<file path="config.mk">
export PLATFORM = sky130hd
export DESIGN_NAME = cpu_step_controller
export DESIGN_NICKNAME = d
export VERILOG_FILES = /design/src/rtl/cpu_ctrl_pkg.sv /design/src/rtl/input_debouncer.sv /design/src/rtl/cpu_step_controller.sv
export SDC_FILE = /design/constraint.sdc
export NUM_CORES = 1
export LEC_CHECK = 0
export CAP_MARGIN = 30
export CORE_MARGIN = 8
export CORE_UTILIZATION = 45
export CTS_BUF_LIST = sky130_fd_sc_hd__clkbuf_8
export DETAILED_ROUTE_END_ITERATION = 10
export MAX_ROUTING_LAYER = met4
export PLACE_DENSITY_LB_ADDON = 0.1
export SYNTH_ARGS = -nofsm -noshare
export SYNTH_HDL_FRONTEND = slang
export SYNTH_HIERARCHICAL = 1
export SYNTH_SLANG_ARGS = --single-unit
</file>
<file path="constraint.sdc">
create_clock -name clk -period 3.95 [get_ports clk]
set_input_delay 0.79 -clock clk [delete_from_list [all_inputs] [get_ports clk]]
set_output_delay 0.79 -clock clk [all_outputs]
set_load 0.01 [all_outputs]
</file>
<file path="src/rtl/cpu_ctrl_pkg.sv">
// Shared definitions for the CPU step controller: FSM state encoding and width.
// Latency: n/a (types and constants only).
// Backpressure: n/a.
package cpu_ctrl_pkg;

    localparam int STATE_W = 2;

    // The encoding is visible on state_dbg, so the values are fixed.
    typedef enum logic [STATE_W-1:0] {
        ST_IDLE     = 2'd0,
        ST_STEP     = 2'd1,
        ST_WAIT_REL = 2'd2,
        ST_RUN      = 2'd3
    } state_e;

endpackage

</file>
<file path="src/rtl/input_debouncer.sv">
// Synchronizes one asynchronous raw input and debounces it into a stable level plus rising pulse.
// Latency: level follows a clean change SYNC_STAGES+DEBOUNCE_CYCLES clocks later; rise one clock after that.
// Backpressure: none; free-running sampler.
// Ports: clk, rst (sync, active-high), din_raw (async raw input),
//        level (accepted debounced level), rise (one-clock pulse on accepted 0->1).
module input_debouncer #(
    parameter int SYNC_STAGES     = 2,
    parameter int DEBOUNCE_CYCLES = 16
) (
    input  logic clk,
    input  logic rst,
    input  logic din_raw,
    output logic level,
    output logic rise
);

    localparam int DB_W = $clog2(DEBOUNCE_CYCLES + 1);

    logic [SYNC_STAGES-1:0] sync_q, sync_d;
    logic [DB_W-1:0]        cnt_q, cnt_d;
    logic                   level_q, level_d;
    logic                   level_prev_q, level_prev_d;
    logic                   rise_q, rise_d;
    logic                   synced;

    assign synced = sync_q[SYNC_STAGES-1];

    always_comb begin
        sync_d       = {sync_q[SYNC_STAGES-2:0], din_raw};
        level_d      = level_q;
        cnt_d        = '0;
        // Count consecutive samples that disagree with the accepted level;
        // any agreeing sample restarts the count, so short glitches never flip it.
        if (synced != level_q) begin
            if (cnt_q == DB_W'(DEBOUNCE_CYCLES - 1)) begin
                level_d = synced;
                cnt_d   = '0;
            end else begin
                cnt_d = cnt_q + 1'b1;
            end
        end
        // Edge detect works off the registered level, adding one clock of latency.
        level_prev_d = level_q;
        rise_d       = level_q & ~level_prev_q;
    end

    always_ff @(posedge clk) begin
        if (rst) begin
            sync_q       <= '0;
            cnt_q        <= '0;
            level_q      <= 1'b0;
            level_prev_q <= 1'b0;
            rise_q       <= 1'b0;
        end else begin
            sync_q       <= sync_d;
            cnt_q        <= cnt_d;
            level_q      <= level_d;
            level_prev_q <= level_prev_d;
            rise_q       <= rise_d;
        end
    end

    assign level = level_q;
    assign rise  = rise_q;

endmodule

</file>
<file path="src/rtl/cpu_step_controller.sv">
// CPU clock-enable generator: single-step pulses per button press, or a periodic train in run mode.
// Latency: clean step press -> cpu_en SYNC_STAGES+DEBOUNCE_CYCLES+2 clocks; first run pulse RUN_DIV clocks after RUN entry.
// Backpressure: none; cpu_en is a free-running one-clock enable with no handshake.
// Ports: clk, rst (sync, active-high), mode_run (raw, 1=run), step (raw button),
//        cpu_en (registered enable), step_count (pulses since reset), state_dbg (FSM state).
module cpu_step_controller
    import cpu_ctrl_pkg::*;
#(
    parameter int SYNC_STAGES     = 2,
    parameter int DEBOUNCE_CYCLES = 16,
    parameter int RUN_DIV         = 4,
    parameter int CNT_W           = 16
) (
    input  logic               clk,
    input  logic               rst,
    input  logic               mode_run,
    input  logic               step,
    output logic               cpu_en,
    output logic [CNT_W-1:0]   step_count,
    output logic [STATE_W-1:0] state_dbg
);

    localparam int              DIV_W    = (RUN_DIV > 1) ? $clog2(RUN_DIV) : 1;
    localparam logic [DIV_W-1:0] DIV_LAST = DIV_W'(RUN_DIV - 1);

    logic run_db;
    logic run_rise_unused;
    logic step_db;
    logic step_rise;

    input_debouncer #(
        .SYNC_STAGES    (SYNC_STAGES),
        .DEBOUNCE_CYCLES(DEBOUNCE_CYCLES)
    ) u_run_db (
        .clk    (clk),
        .rst    (rst),
        .din_raw(mode_run),
        .level  (run_db),
        .rise   (run_rise_unused)
    );

    input_debouncer #(
        .SYNC_STAGES    (SYNC_STAGES),
        .DEBOUNCE_CYCLES(DEBOUNCE_CYCLES)
    ) u_step_db (
        .clk    (clk),
        .rst    (rst),
        .din_raw(step),
        .level  (step_db),
        .rise   (step_rise)
    );

    state_e           state_q, state_d;
    logic [DIV_W-1:0] div_q, div_d;
    logic             cpu_en_q, cpu_en_d;
    logic [CNT_W-1:0] step_count_q, step_count_d;

    always_comb begin
        state_d      = state_q;
        div_d        = div_q;
        cpu_en_d     = 1'b0;
        step_count_d = step_count_q + CNT_W'(cpu_en_q);
        case (state_q)
            ST_IDLE: begin
                // Run mode takes priority; a coincident step press is dropped.
                if (run_db) begin
                    state_d = ST_RUN;
                    div_d   = '0;
                end else if (step_rise) begin
                    state_d  = ST_STEP;
                    cpu_en_d = 1'b1;
                end
            end
            ST_STEP: begin
                state_d = ST_WAIT_REL;
            end
            ST_WAIT_REL: begin
                // Button must be released before anything else is considered.
                if (!step_db) begin
                    state_d = ST_IDLE;
                end
            end
            ST_RUN: begin
                if (!run_db) begin
                    state_d = ST_IDLE;
                    div_d   = '0;
                end else if (div_q == DIV_LAST) begin
                    div_d    = '0;
                    cpu_en_d = 1'b1;
                end else begin
                    div_d = div_q + 1'b1;
                end
            end
            default: begin
                state_d = ST_IDLE;
                div_d   = '0;
            end
        endcase
    end

    always_ff @(posedge clk) begin
        if (rst) begin
            state_q      <= ST_IDLE;
            div_q        <= '0;
            cpu_en_q     <= 1'b0;
            step_count_q <= '0;
        end else begin
            state_q      <= state_d;
            div_q        <= div_d;
            cpu_en_q     <= cpu_en_d;
            step_count_q <= step_count_d;
        end
    end

    assign cpu_en     = cpu_en_q;
    assign step_count = step_count_q;
    assign state_dbg  = state_q;

endmodule

</file>
==> flow_metrics.tcl, run 1 <==
set metrics [dict create \
    path_buf_inv 1 \
    tightest_slew_ps 786 \
    power.density_nw_per_um2 329 \
    status "completed" \
    area.growth.synth_to_final_pct 21.1 \
    routedWlPerCell_um 12.7 \
    htree_levels 2 \
    via_count 1269 \
    min_path_cells 1 \
    drt_iter0_markers 38 \
    fmax_mhz 466 \
    r2r_cells 5 \
    dieArea_um2 5910 \
    fillers 341 \
    critPathMaxFanout 6 \
    period_share 0.543 \
    core_area_um2 3610 \
    dp_hpwl_um 2360 \
    path_depth 1 \
    slew_violations 0 \
    pre_cts_slack_ps 1540 \
    crit_path_start_kind "register" \
    cts_tree "done" \
    worstPathRequired_ps 3160 \
    cp_top_family "buffers and inverters" \
    drv_cap 0 \
    syn-num-nets 186 \
    total_power_mw 0.665 \
    holdBufCountCts 0 \
    fin_ws_ps 1810 \
    drive_above_1_share 0.0609 \
    insertion_delay_ps 280 \
    avgSynthCellArea_um2 9.82 \
    nNetsFinal 214 \
    netlist_instances 170 \
    stdcell_area_um2 2020 \
    pwr-share-seq 0.601 \
    final_util 0.561 \
    first_global_vias 1268 \
    fin_skew_ps 3.90 \
    gp_congestion 0.744 \
    power.internal_mw 0.526 \
    leakagePower_nw 0.776 \
    clkPwrFrac 0.354 \
    vias_per_cell 5.18 \
    ir_drop_uv 150 \
    grt_pass1_wl_um 5380 \
    numCtsBuffers 5 \
    dp.cells 239 \
    worstPathCellList "clkdlybuf4s50_1" \
    hold_slack_ps 383 \
    syn_area_um2 1670 \
    io_pins 23 \
    hold_viol_final 0 \
    hold_class "reg2reg" \
    cts_root_buffer "clkbuf_8" \
    io_buffers 22 \
    row_count 22 \
    cts_setup_buffers 0 \
    die_x_um 76.9 \
    diodes 0 \
    layoutNonFillerInstCount 245 \
    tns_ps 0 \
    cts_sinks 39 \
    path_clk_slew_ps 70 \
    end_kind "output port" \
    p_comb_frac 0.045 \
    slew_headroom 0.475 \
    overflow 0 \
    ctsResizeCount 0 \
    placed_area_um2 1950 \
    die_h_um 76.9 \
    drtAntennaViolNets 0 \
    start_util 0.463 \
    cpMaxStageDelayCell "clkdlybuf4s50_1" \
    critPathMaxStageDelay_ps 600 \
    grt_usage 0.112 \
    setup_viol 0 \
    antenna_found_initial 0 \
    netSwitchingFraction 0.209 \
    worst-setup-path-type "reg2out" \
    clockBufferDepth 2 \
    p_sw_mw 0.139 \
    arrival_ps 1350 \
    drt-pass1-iter-count 4 \
    grt_start_max_net_pins 25 \
    routed_wl_um 3110 \
    grt_setup_unrepaired "no" \
    post-route-drc-count 0 \
    final.min_clock_period_ps 2140 \
    ys_warn_count 6 \
]
[flip-flops by register name, summed over array words and instances, names as in the netlist]
signal	cells
u_run_db/cnt_q	5
u_run_db/sync_q	2
u_step_db/cnt_q	5
step_count	16
u_step_db/level_prev_q	1
u_run_db/level	1
state_dbg	2
u_step_db/sync_q	2
cpu_en	1
u_step_db/rise	1
u_step_db/level	1
div_q	2
[cells in the final DEF, fill, tap and decap left out, types with 3 or more instances in the layout]
master	instances
nor4_1	4
o21ai_0	3
clkbuf_8	5
xor2_1	4
xnor2_1	5
o31ai_1	4
mux2_1	3
ha_1	12
clkdlybuf4s50_1	22
or3_1	3
nor2_1	23
nor2b_1	11
mux2i_1	3
a21oi_1	8
nand3_1	7
inv_1	11
dfxtp_1	39
or4_1	4
[cell type report]
class,instances,area [um^2],area share
timing repair buffer,23,228,0.113
sequential,39,781,0.386
tap,48,60.1,0.0297
clock inverter,1,3.75,0.00186
clock buffer,5,68.8,0.0340
multi-input combinational,117,836,0.413
inverter,12,45.0,0.0223
[routing by layer]
layer  GRT usage  wire length (um)  vias to the layer above
li1            -                 -                      650
met1       0.130              1510                      591
met2       0.172              1420                       22
met3      0.0420               131                        6
met4      0.0423                53                        0
met5           -                 0                        -
[power groups by stage]
stage          Sequential, mW  Clock (mW)  Combinational (mW)
2_1_floorplan           0.409           0              0.0173
3_3_place_gp            0.409           0              0.0293
3_5_place_dp            0.409           0              0.0300
4_1_cts                 0.400       0.246              0.0302
5_1_grt                 0.401       0.266              0.0331
6_report                0.400       0.236              0.0298
[final timing paths]
check,end,startpoint,slack [ps]
setup / recovery,step_count[2],step_count[2],1810
hold / removal,u_step_db/rise,u_step_db/level_prev_q,380
setup reg to reg,step_count[14],step_count[0],1950
hold reg to reg,u_step_db/rise,u_step_db/level_prev_q,380
Note: power is estimated with default switching activity, not from simulation.
==> run 2, diff against run 1 <==
clock period = 2 ns   (was 3.95 ns; I/O delays follow)
==> run 2 against run 1 <==
  * Non-clock buffer count is 1 higher
  * Sequential share of layout area is 0.54 points lower
  * Via count stayed put
  * Clock skew hardly changed
  * Final cell count is 1.2% higher
  * Register-to-register slack worse by 1700 ps
  * Flip-flop and latch count stayed put
  * Routed wire length is 2.4% higher
  * Combinational power is 110% higher
  * Critical endpoint is now step_count[14]
  * Total power is 100% higher
  * Highest routed layer unchanged
==> flow_metrics.tcl, run 2 (synthesis results as in run 1) <==
set metrics [dict create \
    drt-pass1-iter-count 4 \
    grt_setup_unrepaired "no" \
    start_util 0.463 \
    p_comb_frac 0.046 \
    core_area_um2 3610 \
    worstReg2RegEnd "step_count[14]" \
    r2r_cells 5 \
    total_power_mw 1.34 \
    fillers 333 \
    cts_sinks 39 \
    drt_iter0_markers 55 \
    hold_class "reg2reg" \
    drive_above_1_share 0.0700 \
    pwr-share-seq 0.590 \
    dp_hpwl_um 2260 \
    final.min_clock_period_ps 1790 \
    end_kind "register" \
    grt_pass1_wl_um 5710 \
    routed_wl_um 3190 \
    drtAntennaViolNets 0 \
    antenna_found_initial 0 \
    clockBufferDepth 2 \
    path_clk_slew_ps 70 \
    cts_root_buffer "clkbuf_8" \
    rrSetupSlack_ps 210 \
    nNetsFinal 215 \
    grt_start_max_net_pins 35 \
    pre_cts_slack_ps 239 \
    post-route-drc-count 0 \
    die_x_um 76.9 \
    worst-setup-path-type "reg2reg" \
    io_pins 23 \
    fin_skew_ps 3.49 \
    dieArea_um2 5910 \
    gp_congestion 0.802 \
    fmax_mhz 560 \
    arrival_ps 1960 \
    io_buffers 22 \
    status "completed" \
    min_to "u_step_db/rise" \
    leakagePower_nw 0.795 \
    power.internal_mw 1.05 \
    p_sw_mw 0.291 \
    mostFrequentLayoutCell "dfxtp_1" \
    tns_ps 0 \
    routedWlPerCell_um 12.9 \
    hold_slack_ps 383 \
    crit_path_start_kind "register" \
    row_count 22 \
    numCtsBuffers 5 \
    area.growth.synth_to_final_pct 22.9 \
    clkPwrFrac 0.364 \
    drv_cap 0 \
    hp-start "u_step_db/level_prev_q" \
    tightest_slew_ps 337 \
    period_share 0.893 \
    power.density_nw_per_um2 653 \
    multi_input_comb_area_um2 836 \
    netSwitchingFraction 0.217 \
    critPathMaxFanout 9 \
    hold_viol_final 0 \
    overflow 0 \
    final_util 0.569 \
    setup_viol 0 \
    cts_tree "done" \
    slew_headroom 0.775 \
    min_path_cells 1 \
    crit_start "cpu_en" \
    cts_setup_buffers 0 \
    ctsResizeCount 0 \
    insertion_delay_ps 280 \
    slew_violations 0 \
    via_count 1269 \
    grt_usage 0.120 \
    fin_ws_ps 213 \
    worstPathRequired_ps 2170 \
    largest_reg_flops 16 \
    vias_per_cell 5.12 \
    first_global_vias 1353 \
    r2r-start "cpu_en" \
    regArea_um2 781 \
    holdBufCountCts 0 \
    ir_drop_uv 410 \
    die_h_um 76.9 \
    final_cell_mix "dfxtp_1, nor2_1, clkdlybuf4s50_1" \
    diodes 0 \
    htree_levels 2 \
]
run 2: layout make-up:
| type | count | share of cell area |
|---|---|---|
| clock buffers | 5 | 0.0336 |
| flip-flops and latches | 39 | 0.381 |
| repair buffers | 24 | 0.121 |
| clock inverters | 3 | 0.00610 |
| multi-input cells | 117 | 0.408 |
| inverters | 12 | 0.0220 |
| well taps | 48 | 0.0293 |
run 2: routing by layer:
layer	vias to the layer above	share of wire	routed length (um)	track usage
met4	0	0.015	48	0.0558
li1	650	-	-	-
met2	20	0.46	1470	0.178
met5	-	0	0	-
met1	594	0.49	1550	0.141
met3	5	0.038	122	0.0455
run 2: power by group through the flow:
stage / Sequential [mW] / Combinational (mW) / Clock [mW]
floorplan: 0.808 / 0.0342 / 0
global placement: 0.807 / 0.0601 / 0
detailed placement: 0.808 / 0.0626 / 0
CTS: 0.790 / 0.0631 / 0.508
global route: 0.790 / 0.0706 / 0.541
finish: 0.790 / 0.0623 / 0.488
run 2: stage by stage:
| stage | area (um^2) | std cells |
|---|---|---|
| after floorplan | 1670 | 170 |
| after global placement | 1970 | 240 |
| after detailed placement | 1970 | 240 |
| after CTS | 2050 | 248 |
| after global routing | 2050 | 248 |
| final | 2050 | 248 |
run 2: worst max-delay path by stage:
stage	depth (start not counted)	endpoint	slack, ps
global placement	5	step_count[14]	290
detailed placement	5	step_count[14]	240
CTS	5	step_count[14]	210
global route	5	step_count[14]	80
floorplan	5	step_count[14]	230
finish	5	step_count[14]	210
run 2: critical path, stage by stage, from the launching register on:
cell,delay [ps]
dfxtp_1,360
ha_1,200
ha_1,260
nand4_4,170
nor4_1,320
mux2_2,370
==> run 3, diff against run 2 <==
SETUP_SLACK_MARGIN = 0.2   (was not set)
==> run 3 against run 2 <==
  * Clock skew fell by 0.96 ps
  * Setup slack better by 65 ps
  * Core utilization rose by 0.66 points
  * Die area did not move
  * Total power rose by 0.18%
  * Sequential power about the same
  * Critical path type is now reg2out
  * Largest cell class unchanged
==> flow_metrics.tcl, run 3 (synthesis results as in run 1) <==
set metrics [dict create \
    status "completed" \
    tns_ps 0 \
    cts_tree "done" \
    grt_start_max_net_pins 35 \
    grt_setup_unrepaired "no" \
    crit_path_start_kind "register" \
    die_h_um 76.9 \
    dp.cells 240 \
    hold_class "reg2reg" \
    grt_util_met2 0.178 \
    fmax_mhz 581 \
    nNetsFinal 215 \
    multi_input_comb_area_um2 857 \
    worstPathCellList "clkdlybuf4s50_1" \
    grtUsageMet3 0.0455 \
    diodes 0 \
    start_util 0.463 \
    regArea_um2 783 \
    numCtsBuffers 5 \
    cts_sinks 39 \
    critPathMaxStageDelay_ps 590 \
    core_area_um2 3610 \
    slew_violations 0 \
    cpMaxStageDelayCell "clkdlybuf4s50_1" \
    drive_above_1_share 0.0950 \
    ir_drop_uv 410 \
    layoutNonFillerInstCount 248 \
    routed_wl_um 3200 \
    power.density_nw_per_um2 647 \
    grt_usage 0.120 \
    top_usage_layer "met2" \
    row_count 22 \
    drtAntennaViolNets 0 \
    gp_congestion 0.802 \
    post-route-drc-count 0 \
    drv_cap 0 \
    holdBufCountCts 0 \
    grt_pass1_wl_um 5710 \
    first_global_vias 1353 \
    mostFrequentLayoutCell "dfxtp_1" \
    via_count 1273 \
    drt-pass1-iter-count 4 \
    final.min_clock_period_ps 1720 \
    tightest_slew_ps 337 \
    worstPathRequired_ps 1600 \
    period_share 0.861 \
    slew_headroom 0.776 \
    routedWlPerCell_um 12.9 \
    gr-usage-met1 0.141 \
    setup_viol 0 \
    clockBufferDepth 2 \
    fin_skew_ps 2.54 \
    path_clk_slew_ps 70 \
    antenna_found_initial 0 \
    largest_reg_flops 16 \
    path_buf_inv 1 \
    htree_levels 2 \
    worst-setup-path-type "reg2out" \
    vias_per_cell 5.13 \
    leakagePower_nw 0.790 \
    end_kind "output port" \
    hold_viol_final 0 \
    die_x_um 76.9 \
    io_buffers 22 \
    critPathMaxFanout 4 \
    hold_slack_ps 382 \
    fillers 328 \
    dp_hpwl_um 2260 \
    io_pins 23 \
    final_cell_mix "dfxtp_1, nor2_1, clkdlybuf4s50_1" \
    arrival_ps 1320 \
    overflow 0 \
    insertion_delay_ps 280 \
    area.growth.synth_to_final_pct 24.3 \
    dieArea_um2 5910 \
    cp_top_family "buffers and inverters" \
    cts_root_buffer "clkbuf_8" \
    drt_iter0_markers 52 \
]
==> run 3: stage by stage <==
step                      area (um^2)   util  total power, mW  worst slack (ps)
after floorplan                  1670      -            0.842               233
after global placement           1970  0.546            0.867               288
after detailed placement         1970  0.546            0.870               239
after CTS                        2050  0.569             1.36               213
after global routing             2070  0.575             1.40               207
final                            2070  0.575             1.34               279
==> run 3: final timing paths <==
check,from,to,depth (start not counted),slack (ps)
setup / recovery,step_count[4],step_count[4],1,280
hold / removal,u_step_db/level_prev_q,u_step_db/rise,1,380
setup reg to reg,cpu_en,step_count[14],5,330
hold reg to reg,u_step_db/level_prev_q,u_step_db/rise,1,380
==> run 3: per-layer routing <==
metal  part of all wire  vias to the layer above
met5                  0                        -
met4              0.015                        0
met3              0.037                        5
met2               0.45                       18
met1               0.50                      600
li1                   -                      650
==> run 3: cell type report <==
type / instances / area share
multi-input cells: 117 / 0.413
inverters: 12 / 0.0217
clock buffers: 5 / 0.0332
repair buffers: 24 / 0.119
flip-flops and latches: 39 / 0.378
well taps: 48 / 0.0290
clock inverters: 3 / 0.00603
==> run 3: timing repair <==
item,in CTS,in global routing
buffers inserted,0,0
gates resized for setup,0,6
endpoints found under the setup margin,0,5
hold endpoints to repair,0,0
==> run 3: where the power goes <==
part	internal, mW	total [mW]	switching, mW
clock network	0.234	0.490	0.256
logic	0.0306	0.0623	0.0317
registers	0.784	0.790	0.00558
total	1.05	1.34	0.293
